===== config.mk =====
export PLATFORM = sky130hd
export DESIGN_NAME = lr_return_stack_flat
export DESIGN_NICKNAME = d
export VERILOG_FILES = /design/src/rtl/lr_return_stack_if.sv /design/src/rtl/lr_return_stack.sv /design/src/flat_wrapper.sv
export SDC_FILE = /design/constraint.sdc
export NUM_CORES = 1
export LEC_CHECK = 0
export ABC_CLOCK_PERIOD_IN_PS = 5750
export CORE_UTILIZATION = 56
export CTS_CLUSTER_DIAMETER = 100
export DETAILED_ROUTE_END_ITERATION = 8
export PLACE_DENSITY_LB_ADDON = 0.2
export SETUP_SLACK_MARGIN = 0.05
export SLEW_MARGIN = 20
export SYNTH_ARGS = -nofsm -noshare
export SYNTH_HDL_FRONTEND = slang
export SYNTH_SLANG_ARGS = --single-unit

===== constraint.sdc =====
create_clock -name clk_i -period 5.75 [get_ports clk_i]
set_input_delay 0.8625 -clock clk_i [delete_from_list [all_inputs] [get_ports clk_i]]
set_output_delay 0.8625 -clock clk_i [all_outputs]
set_load 0.1 [all_outputs]

===== src/rtl/lr_return_stack_if.sv =====
// Redirect handshake between the return stack (master) and fetch (slave).
interface lr_return_stack_if #(
    parameter int unsigned ADDR_W = 16
);
    logic              redirect_valid;
    logic [ADDR_W-1:0] redirect_addr;
    logic              redirect_ready;

    modport master (output redirect_valid, output redirect_addr, input redirect_ready);
    modport slave  (input redirect_valid, input redirect_addr, output redirect_ready);
endinterface


===== src/rtl/lr_return_stack.sv =====
// Return-address stack: calls push, magic-address LD triggers pop and a
// registered redirect to fetch, with upstream stall while it is pending.
module lr_return_stack #(
    parameter int unsigned       ADDR_W     = 16,
    parameter int unsigned       DEPTH      = 8,
    parameter logic [ADDR_W-1:0] MAGIC_ADDR = {ADDR_W{1'b1}}
) (
    input  logic                       clk_i,
    input  logic                       rst_i,
    input  logic                       flush_i,
    input  logic                       call_valid_i,
    input  logic [ADDR_W-1:0]          call_ret_addr_i,
    input  logic                       ld_valid_i,
    input  logic [ADDR_W-1:0]          ld_src_val_i,
    input  logic [ADDR_W-1:0]          lr_i,
    input  logic                       clr_flags_i,
    lr_return_stack_if.master          redir,
    output logic                       link_back_o,
    output logic                       stall_o,
    output logic [$clog2(DEPTH+1)-1:0] depth_o,
    output logic                       overflow_o,
    output logic                       underflow_o
);
    localparam int unsigned PTR_W   = $clog2(DEPTH);
    localparam int unsigned DEPTH_W = $clog2(DEPTH + 1);

    typedef enum logic {IDLE, REDIRECT} state_e;

    state_e              state_q, state_d;
    logic [ADDR_W-1:0]   addr_q, addr_d;
    logic                link_back_q, link_back_d;
    logic [PTR_W-1:0]    top_q, top_d;
    logic [DEPTH_W-1:0]  depth_q, depth_d;
    logic                overflow_q, overflow_d;
    logic                underflow_q, underflow_d;
    logic [ADDR_W-1:0]   stack_q [DEPTH];

    logic                trigger_c;
    logic                push_en_c;
    logic [PTR_W-1:0]    wr_ptr_c;
    logic [PTR_W-1:0]    pop_top_c;
    logic [DEPTH_W-1:0]  pop_depth_c;

    assign trigger_c = ld_valid_i && (ld_src_val_i == MAGIC_ADDR);

    // Next-state: pop (if triggered) is applied before push, so a same-cycle
    // call overwrites the slot just returned from.
    always_comb begin
        state_d     = state_q;
        addr_d      = addr_q;
        link_back_d = 1'b0;
        top_d       = top_q;
        depth_d     = depth_q;
        overflow_d  = overflow_q & ~clr_flags_i;
        underflow_d = underflow_q & ~clr_flags_i;
        push_en_c   = 1'b0;
        wr_ptr_c    = top_q;
        pop_top_c   = top_q;
        pop_depth_c = depth_q;

        case (state_q)
            IDLE: begin
                if (!flush_i) begin
                    if (trigger_c) begin
                        state_d     = REDIRECT;
                        link_back_d = 1'b1;
                        if (depth_q == DEPTH_W'(0)) begin
                            addr_d      = lr_i;
                            underflow_d = 1'b1;
                        end else begin
                            addr_d      = stack_q[top_q];
                            pop_top_c   = top_q - PTR_W'(1);
                            pop_depth_c = depth_q - DEPTH_W'(1);
                        end
                    end
                    top_d   = pop_top_c;
                    depth_d = pop_depth_c;
                    if (call_valid_i) begin
                        push_en_c = 1'b1;
                        wr_ptr_c  = pop_top_c + PTR_W'(1);
                        top_d     = wr_ptr_c;
                        if (pop_depth_c == DEPTH_W'(DEPTH)) begin
                            overflow_d = 1'b1;
                        end else begin
                            depth_d = pop_depth_c + DEPTH_W'(1);
                        end
                    end
                end
            end
            REDIRECT: begin
                if (redir.redirect_ready || flush_i) begin
                    state_d = IDLE;
                end
            end
            default: state_d = IDLE;
        endcase
    end

    always_ff @(posedge clk_i or posedge rst_i) begin
        if (rst_i) begin
            state_q     <= IDLE;
            addr_q      <= '0;
            link_back_q <= 1'b0;
            top_q       <= '0;
            depth_q     <= '0;
            overflow_q  <= 1'b0;
            underflow_q <= 1'b0;
        end else begin
            state_q     <= state_d;
            addr_q      <= addr_d;
            link_back_q <= link_back_d;
            top_q       <= top_d;
            depth_q     <= depth_d;
            overflow_q  <= overflow_d;
            underflow_q <= underflow_d;
        end
    end

    // Stack storage needs no reset; depth_q qualifies every read.
    always_ff @(posedge clk_i) begin
        if (push_en_c) begin
            stack_q[wr_ptr_c] <= call_ret_addr_i;
        end
    end

    assign redir.redirect_valid = (state_q == REDIRECT);
    assign redir.redirect_addr  = addr_q;
    assign stall_o              = (state_q == REDIRECT);
    assign link_back_o          = link_back_q;
    assign depth_o              = depth_q;
    assign overflow_o           = overflow_q;
    assign underflow_o          = underflow_q;
endmodule


===== src/flat_wrapper.sv =====
// flat-port wrapper written by rule: the top's interface ports become plain ports
module lr_return_stack_flat 
#(
    parameter int unsigned       ADDR_W     = 16,
    parameter int unsigned       DEPTH      = 8,
    parameter logic [ADDR_W-1:0] MAGIC_ADDR = {ADDR_W{1'b1}}
)
  (clk_i, rst_i, flush_i, call_valid_i, call_ret_addr_i, ld_valid_i, ld_src_val_i, lr_i, clr_flags_i, link_back_o, stall_o, depth_o, overflow_o, underflow_o, redir_redirect_valid, redir_redirect_addr, redir_redirect_ready);
  lr_return_stack_if #(.ADDR_W(ADDR_W)) redir_i ();
  input  logic clk_i;
  input  logic rst_i;
  input  logic flush_i;
  input  logic call_valid_i;
  input  logic [ADDR_W-1:0] call_ret_addr_i;
  input  logic ld_valid_i;
  input  logic [ADDR_W-1:0] ld_src_val_i;
  input  logic [ADDR_W-1:0] lr_i;
  input  logic clr_flags_i;
  output logic link_back_o;
  output logic stall_o;
  output logic [$clog2(DEPTH+1)-1:0] depth_o;
  output logic overflow_o;
  output logic underflow_o;
  output wire logic [$bits(redir_i.redirect_valid)-1:0] redir_redirect_valid;
  output wire logic [$bits(redir_i.redirect_addr)-1:0] redir_redirect_addr;
  input wire logic [$bits(redir_i.redirect_ready)-1:0] redir_redirect_ready;
  assign redir_redirect_valid = redir_i.redirect_valid;
  assign redir_redirect_addr = redir_i.redirect_addr;
  assign redir_i.redirect_ready = redir_redirect_ready;
  lr_return_stack #(.ADDR_W(ADDR_W), .DEPTH(DEPTH), .MAGIC_ADDR(MAGIC_ADDR)) u_core (.clk_i(clk_i), .rst_i(rst_i), .flush_i(flush_i), .call_valid_i(call_valid_i), .call_ret_addr_i(call_ret_addr_i), .ld_valid_i(ld_valid_i), .ld_src_val_i(ld_src_val_i), .lr_i(lr_i), .clr_flags_i(clr_flags_i), .redir(redir_i), .link_back_o(link_back_o), .stall_o(stall_o), .depth_o(depth_o), .overflow_o(overflow_o), .underflow_o(underflow_o));
endmodule

Word-level counts from Yosys, hierarchy flattened
Memory sizes are Yosys's and may differ from the RTL's. Index checks and enable logic that the tools add are counted.

Output and inout bits: 25. Memories: 1. Bits in latches: 0. Word-level logic and storage cells: 57. RAM bits: 128. Bits in read-only memories: 0. Bits in registers: 27.

Shift operators: 0. Equality and inequality tests: 2. Bitwise gates (word level): 5. $add $sub $neg: 4. $mul: 0. Order comparisons: 0. Mux-type cells: 33. Div/mod/pow operators: 0. Reduce and logical (&&, ||, !) cells: 5.

Memory list: u_core.stack_q (words 8, bits a word 16, read ports 1, clocked after Yosys merged registers in 0, wr ports 1, line lr_return_stack.sv:36) `logic [ADDR_W-1:0] stack_q [DEPTH];`.

Operator list (number): $mux W3 (8); $mux W4 (6); $mux W1 (17); $eq A16 B16 Y1 const B (1); $mux W16 (1); $add A4 B1 Y4 const B (1); $eq A4 B4 Y1 const B (1); $logic_not A4 Y1 (1); $sub A4 B1 Y4 const B (1); $add A3 B1 Y3 const B (1); $not A1 Y1 (3); $reduce_and A3 Y1 (1); $sub A3 B1 Y3 const B (1); $and A1 B1 Y1 (2); $pmux W1 S2 (1); $reduce_and A2 Y1 (1); $logic_and A1 B1 Y1 (1); $logic_or A1 B1 Y1 (1).

Depth between registers and ports, before layout
Depth after elaboration: 10. Mapped depth: 14.

Worst setup path after synthesis
Ideal clock, no wire load.

Path type: reg2reg. Start point: register u_core.depth_q[0], in the netlist u_core.depth_o[0]. End point: memory u_core.stack_q[0][0] (enable). Path slack: 0.883 ns. Stages on the path, launching flop included: 13. Period minus slack after synthesis: 4.867 ns. Required time: 5.341 ns. Library setup time: 0.409 ns. Arrival time: 4.458 ns. Buffers on the path: 2. Path through: dfrtp_1 > clkbuf_1 > inv_1 > ha_1 > or3b_1 > clkbuf_1 > nand3_1 > a21o_1 > ha_1 > nor3_1 > nand3_1 > and3_1 > nor3_1.

Cells in the longest elaborated chain, start to end: 9.

Ends and longest elaborated chain: start, declared (line lr_return_stack.sv:33) `logic [DEPTH_W-1:0] depth_q, depth_d;`; start signal, assigned (line lr_return_stack.sv:113) `depth_q <= depth_d;`; $logic_not A4 Y1 (line lr_return_stack.sv:67) `if (depth_q == DEPTH_W'(0)) begin`; $mux W3 (line lr_return_stack.sv:67); $mux W3 (line lr_return_stack.sv:64) `if (trigger_c) begin`; $mux W3 (line lr_return_stack.sv:63) `if (!flush_i) begin`; $mux W3 (line lr_return_stack.sv:61) `case (state_q)`; $add A3 B1 Y3 (line lr_return_stack.sv:80) `wr_ptr_c = pop_top_c + PTR_W'(1);`; $mux W3 (line lr_return_stack.sv:78) `if (call_valid_i) begin`; $mux W3 (line lr_return_stack.sv:63); $mux W3 (line lr_return_stack.sv:61); end, declared (line lr_return_stack.sv:36).

No other way between the ends. The select of a mux whose other input is x is not followed.

Worst setup path after layout
Start point: input ld_src_val_i[9]. End point: memory u_core.stack_q[1][14] (enable).

Cells in the longest elaborated chain, start to end: 9.

Ends and longest elaborated chain: start, declared (line flat_wrapper.sv:16) `input logic [ADDR_W-1:0] ld_src_val_i;`; $eq A16 B16 Y1 (line lr_return_stack.sv:44) `assign trigger_c = ld_valid_i && (ld_src_val_i == MAGIC_ADDR);`; $logic_and A1 B1 Y1 (line lr_return_stack.sv:44); $mux W3 (line lr_return_stack.sv:64); $mux W3 (line lr_return_stack.sv:63); $mux W3 (line lr_return_stack.sv:61); $add A3 B1 Y3 (line lr_return_stack.sv:80); $mux W3 (line lr_return_stack.sv:78); $mux W3 (line lr_return_stack.sv:63); $mux W3 (line lr_return_stack.sv:61).

No other way between the ends. The select of a mux whose other input is x is not followed.

==> impl_results.md <==
- Initial core utilization: 0.5822
- Hold WC Path Type: register to register
- Area grow syn2layout: 23.03%
- Sequential fraction of the synthesis area: 0.6713
- Share of cells above drive strength 1: 0.1648
- CTS tree: yes
- DRT iter0 DRCs: 431
- Internal power: 0.002392 W
- Critical path arrival: 4.43 ns
- Worst setup SP type: input port
- Finished Layout Cells: 683
- Antenna Nets Post-Route: 0
- Initial antenna violation count: 0
- Synth Area in XOR/XNOR: 0.003903
- Synth unique cells: 52
- Clock latency on the worst-skew pair: 0.42 ns
- Min-Delay Path Depth: 2
- Hold Fails Final Rpt: 0
- Critical path's slowest cell: or3_1
- TritonCTS Buffers: 17
- Die span in y: 111.7 um
- Avg Inst Size Synth: 15.23 um2
- P per Cell Area: 417.2 nW/um2
- Maximum VDD drop: 0.3097 mV
- CP max stage delay: 0.58 ns
- Type of the worst setup path: input port to register
- Switching share of power: 0.3077
- Worst Max-Slew Pin Slew: 0.9867 ns
- Run status: finished, violations left
- Async S/R FF share, synth: 0.1742
- Simple-gate share of the synthesized area: 0.07824
- CP endpoint kind: register
- Post-Synthesis Cell Area: 6733 um2
- Leak: 2.905 nW
- Worst EP required: 5.87 ns
- Crit-path cells: clkdlybuf4s50_1 -> nand4_1 -> or3_1 -> o31ai_1 -> nand2_1 -> ha_1 -> nor3_1 -> nand3_1 -> and3_1 -> nor3_2 -> buf_4
- Rel. slew slack: 0.3401
- Grt ovf: 0
- Post-synthesis compound-gate area fraction: 0.07638
- Clk sinks: 155
- Pre-antenna DRT Iters: 7
- Post-cts gate resize count: 0
- Slew Viols, Final: 0
- IO Count: 80
- Yosys reg bits: 155
- Largest net degree at the start of global routing: 37
- Failing checks: design-rule violations
- Post-Syn Nets: 502
- Layout Nets: 590
- MaxCap Viol Count: 0
- Wire length of the first global-routing pass: 23.29 mm
- Synthesized instance count: 442
- Root Driver: clkbuf_16
- Fmax: 0.2322 GHz
- Mux cell area share after synthesis: 0.1325
- Cell Rows: 39
- Worst setup margin: 1.442 ns
- Post-layout min period: 4.308 ns
- Gate power share: 0.300
- Vias in the first global route: 4213
- Post-route DRC: 11
- Dpl ws: 1.082 ns
- Clock slew at reported path FFs: 0.05 ns
- Final setup TNS: 0 ns
- H-tree Lvls: 4
- Crit path max fanout: 12
- Hold Buf Count CTS: 0
- Worst-case reg-to-reg path depth: 11
- Final Wtd Congestion: 0.8544
- Max Buffers Root-to-Sink: 2
- Core ar.: 11560 um2
- # Post-CTS Setup Buffers: 0
- I/O Buffers: 79
- DR vias/cell: 6.265
- Final setup viols: 0
- Clock skew: 0.006964 ns
- Routed vias: 4279
- Largest family of logic cells by synthesized area: multiplexers
- Detailed-route wire length per cell: 21.45 um
- Post-synth EDFFs: 128
- Period Utilization, post-route: 0.7491
- HPWL after DPL: 9.484 mm
- Placed cell count: 654
- Layout fillers: 755
- Total track usage: 0.2550
- Die Width: 111.7 um
- # diodes: 0
- DIE AREA: 12470 um2
- Sequential Power Share: 0.401
- Post-Synth Adder-Cell Area: 0.009292
- WL final: 14.65 mm
- Clock group share of total power: 0.299
- Post-synth top flop: edfxtp_1
- Yosys warns: 0
- Min Hold Slack: 0.4788 ns
- RSZ-0062 raised after global routing: false
- Net Switching: 0.001063 W
-- cells in the final DEF (no fill, tap or decap), types with 2 or more instances in the layout --
cell,Yosys,final
mux2i_1,16,16
xnor2_1,3,3
a31oi_1,3,3
nor3_1,11,7
clkinv_2,0,2
a21o_1,4,4
clkinv_1,0,2
o22ai_1,2,2
inv_1,15,14
nor4_1,8,8
a211oi_1,2,2
o2bb2ai_1,2,2
nand3_1,11,11
clkinvlp_4,0,2
edfxtp_1,128,128
mux4_2,32,32
a21oi_1,25,25
o21ai_1,2,2
dfrtp_1,27,26
clkbuf_16,0,17
or3_1,3,3
o31ai_1,3,3
o311ai_0,3,3
nor3_2,1,5
nand2_1,26,26
and3_1,3,3
o311ai_1,2,2
ha_1,5,5
clkdlybuf4s50_1,0,79
clkbuf_1,15,3
nor4b_1,2,2
nor2_1,23,23
o21ai_0,21,21
or2_1,2,2
bufinv_16,0,2
buf_4,1,20
nand4_1,9,9
-- path summary, 6_finish.rpt --
check	startpoint	end	slack, ns
hold / removal	u_core.redir.redirect_addr[14]	u_core.redir.redirect_addr[14]	0.48
max in group asynchronous	rst_i	u_core.top_q[0]	4.49
hold reg to reg	u_core.redir.redirect_addr[14]	u_core.redir.redirect_addr[14]	0.48
setup reg to reg	u_core.depth_o[0]	u_core.stack_q[1][14]	1.52
min in group asynchronous	rst_i	u_core.redir.redirect_addr[13]	0.83
setup / recovery	ld_src_val_i[9]	u_core.stack_q[1][14]	1.44
-- power by group through the flow --
stage	logic (W)	registers (W)	clock network (W)
2_1_floorplan	0.000680	0.00146	0
3_3_place_gp	0.00101	0.00140	0
3_5_place_dp	0.00103	0.00141	0
4_1_cts	0.00104	0.00139	0.00105
5_1_grt	0.00112	0.00140	0.00109
6_report	0.00104	0.00139	0.00103
-- routing by layer --
layer	vias to the layer above	track usage	share of wire
met4	0	0.09730	0.012
met1	2106	0.3522	0.42
li1	1922	-	-
met5	-	0	0
met2	233	0.4004	0.49
met3	18	0.05716	0.084
-- final cells by class --
| class | instances | area, um2 | share of cell area |
|---|---|---|---|
| inverters | 15 | 56.30 | 0.006798 |
| multi-input cells | 242 | 2048 | 0.2473 |
| clock inverters | 9 | 101.3 | 0.01224 |
| clock buffers | 20 | 436.7 | 0.05272 |
| repair buffers | 99 | 940.9 | 0.1136 |
| well taps | 143 | 178.9 | 0.02160 |
| flip-flops and latches | 155 | 4521 | 0.5458 |
-- state kept, by name, summed over array words and instances, names as in the netlist --
name,count
u_core.link_back_o,1
u_core.underflow_o,1
u_core.overflow_o,1
u_core.redir.redirect_valid,1
u_core.depth_o,4
u_core.redir.redirect_addr,16
u_core.stack_q,128
u_core.top_q,3
-- synthesized netlist by cell type (11+ instances only) --
cell type	instances	area (um2)
mux4_2	32	720.7
inv_1	15	56.30
o21ai_0	21	105.1
nor3_1	11	55.05
dfrtp_1	27	675.7
edfxtp_1	128	3844
nor2_1	23	86.33
nand3_1	11	55.05
a21oi_1	25	125.1
nand2_1	26	97.59
clkbuf_1	15	56.30
mux2i_1	16	160.2
-- cells by family after synthesis --
kind of cell	Yosys count
XOR/XNOR	3
multiplexers	49
AO/OA/AOI/OAI	81
buffers and inverters	45
flip-flops	155
adder cells (fa/ha/maj)	5
AND/OR/NAND/NOR	104
-- worst max-delay path, delay by kind of cell --
| family | cells | cell delay (ns) |
|---|---|---|
| simple gates | 7 | 2.07 |
| buf+inv | 2 | 0.80 |
| compound gates | 1 | 0.45 |
| fa+ha+maj | 1 | 0.24 |
-- per-stage QoR --
step | cell area (um2) | power (W) | utilization
3_5_place_dp | 7745 | 0.002435 | 0.6697
2_1_floorplan | 6733 | 0.002143 | -
4_1_cts | 8283 | 0.003470 | 0.7162
5_1_grt | 8283 | 0.003599 | 0.7162
6_report | 8283 | 0.003455 | 0.7162
3_3_place_gp | 7745 | 0.002409 | 0.6697
No activity file was read; power rests on OpenSTA's default activity.
==> variant (same flow settings) <==
Take the reset off `addr_q` and load it in a clocked block of its own.
--- a/src/rtl/lr_return_stack.sv
+++ b/src/rtl/lr_return_stack.sv
@@ -99,7 +99,6 @@
     always_ff @(posedge clk_i or posedge rst_i) begin
         if (rst_i) begin
             state_q     <= IDLE;
-            addr_q      <= '0;
             link_back_q <= 1'b0;
             top_q       <= '0;
             depth_q     <= '0;
@@ -107,13 +106,16 @@
             underflow_q <= 1'b0;
         end else begin
             state_q     <= state_d;
-            addr_q      <= addr_d;
             link_back_q <= link_back_d;
             top_q       <= top_d;
             depth_q     <= depth_d;
             overflow_q  <= overflow_d;
             underflow_q <= underflow_d;
         end
+    end
+
+    always_ff @(posedge clk_i) begin
+        addr_q <= addr_d;
     end
 
     // Stack storage needs no reset; depth_q qualifies every read.
Check against the original RTL: not equivalent (Yosys sat finds a counterexample within 4 cycles, from zero or initial values and one cycle with rst_i high).
==> variant against the unedited design <==
Setup slack improved by 0.16 ns. Sequential cell count unchanged. Wire length decreased by 8.0%. Cell area decreased by 2.5%. Global-route usage decreased by 0.67 points. Count of clock-buffer cells in the layout decreased by 3. Clock skew increased by 0.0029 ns. Synthesized cell count decreased by 17%. Total power increased by 5.8%. Synthesized area decreased by 4.2%. Critical path type unchanged.
==> variant: results (changes against the unedited design) <==
[metrics] RePlAce Congestion: 0.842 (was 0.854)
[metrics] XOR/XNOR Fraction of Synth Area: 0.0149 (was 0.00390)
[metrics] total number of vias: 3634 (was 4279)
[metrics] wire length of the first global-routing pass: 20600 um (was 23300 um)
[metrics] sequential cell area fraction in the yosys report: 0.713 (was 0.671)
[metrics] Data arrival, critical path: 4.26 ns (was 4.43 ns)
[metrics] worst clock skew on the final layout: 0.00986 ns (was 0.00696 ns)
[metrics] post-synthesis share of cell area spent on full adders, half adders and majority gates: 0.00970 (was 0.00929)
[metrics] DRC violation total after the first TritonRoute iteration: 254 (was 431)
[metrics] Post-synth ARST share: 0.0710 (was 0.174)
[metrics] commonest cells in the netlist: sky130_fd_sc_hd__edfxtp_1 (144), sky130_fd_sc_hd__mux4_2 (32), sky130_fd_sc_hd__nor2_1 (30), sky130_fd_sc_hd__mux2i_1 (20), sky130_fd_sc_hd__a21oi_1 (18) (was sky130_fd_sc_hd__edfxtp_1 (128), sky130_fd_sc_hd__mux4_2 (32), sky130_fd_sc_hd__dfrtp_1 (27), sky130_fd_sc_hd__nand2_1 (26), sky130_fd_sc_hd__a21oi_1 (25))
[metrics] average wire per standard cell: 22.0 um (was 21.5 um)
[metrics] syn nets: 427 (was 502)
[metrics] count of nets after finishing: 522 (was 590)
[metrics] ratio of cells with drive above 1 in the final layout: 0.191 (was 0.165)
[metrics] Worst Hold Launch: u_core.underflow_o (was u_core.redir.redirect_addr[14])
[metrics] post-synthesis mux area share: 0.146 (was 0.133)
[metrics] crit path from: ld_src_val_i[8] (was ld_src_val_i[9])
[metrics] run status: finished, final reports clean (was complete, but fails checks)
[metrics] peak fanout along the critical path: 11 (was 12)
[metrics] placed cell areas: 7480 sq um (was 7740 sq um)
[metrics] Post-synth EDFFs: 144 (was 128)
[metrics] Placement Setup Slack: 1.21 ns (was 1.08 ns)
[metrics] non-filler cells in the finished layout: 612 (was 683)
[metrics] number of optimization iterations in the first detailed-route pass: 4 (was 7)
[metrics] All-Layer GR Usage: 0.248 (was 0.255)
[metrics] worst ir drop on vdd: 289 uV (was 310 uV)
[variant: cell count changes after synthesis, moves of 5 or more]
cell,unedited run,this run
sky130_fd_sc_hd__dfrtp_1,27,11
sky130_fd_sc_hd__nand2_1,26,9
sky130_fd_sc_hd__clkbuf_1,15,9
sky130_fd_sc_hd__edfxtp_1,128,144
sky130_fd_sc_hd__inv_1,15,10
sky130_fd_sc_hd__o21ai_0,21,2
sky130_fd_sc_hd__nor2_1,23,30
sky130_fd_sc_hd__a21oi_1,25,18
sky130_fd_sc_hd__nand4_1,9,3
sky130_fd_sc_hd__nor3_1,11,5
[variant: path summary, 6_finish.rpt]
check | cells past startpoint | slack, ns | to
setup / recovery | 13 | 1.61 | u_core.stack_q[2][12]
hold / removal | 1 | 0.51 | u_core.underflow_o
setup reg to reg | 14 | 1.72 | u_core.stack_q[2][12]
hold reg to reg | 1 | 0.51 | u_core.underflow_o
max in group asynchronous | 2 | 4.68 | u_core.top_q[0]
min in group asynchronous | 2 | 0.74 | u_core.underflow_o
[variant: where the power goes]
group | switching [mW] | internal, mW | total [mW]
Clock | 0.418 | 0.717 | 1.13
Combinational | 0.613 | 0.466 | 1.08
Sequential | 0.0546 | 1.39 | 1.44
Total | 1.08 | 2.57 | 3.66
[variant: worst max-delay path: stages]
cell and delay (ns):
sky130_fd_sc_hd__clkdlybuf4s50_1 0.46, sky130_fd_sc_hd__nand4_1 0.15, sky130_fd_sc_hd__nor3_2 0.39, sky130_fd_sc_hd__nand2_2 0.21, sky130_fd_sc_hd__xnor2_1 0.40, sky130_fd_sc_hd__inv_1 0.18
sky130_fd_sc_hd__ha_1 0.25, sky130_fd_sc_hd__nand3_1 0.09, sky130_fd_sc_hd__a31oi_1 0.08, sky130_fd_sc_hd__a21oi_4 0.18, sky130_fd_sc_hd__xnor2_1 0.16, sky130_fd_sc_hd__nor2_1 0.52
sky130_fd_sc_hd__buf_4 0.32
[variant: routing by layer]
| metal | GRT usage | vias up | share of wire | routed length [um] |
|---|---|---|---|---|
| met1 | 0.314 | 1832 | 0.41 | 5480 |
| li1 | - | 1643 | - | - |
| met4 | 0.0933 | 0 | 0.018 | 248 |
| met2 | 0.420 | 135 | 0.53 | 7080 |
| met3 | 0.0599 | 24 | 0.050 | 669 |
| met5 | 0 | - | 0 | 0 |
[variant: final cells by class]
type	count	area [sq um]	area share
sequential	155	4600	0.570
tap	140	175	0.0217
clock inverter	12	175	0.0217
multi-input combinational	183	1750	0.217
clock buffer	17	425	0.0527
inverter	10	37.5	0.00465
timing repair buffer	95	911	0.113
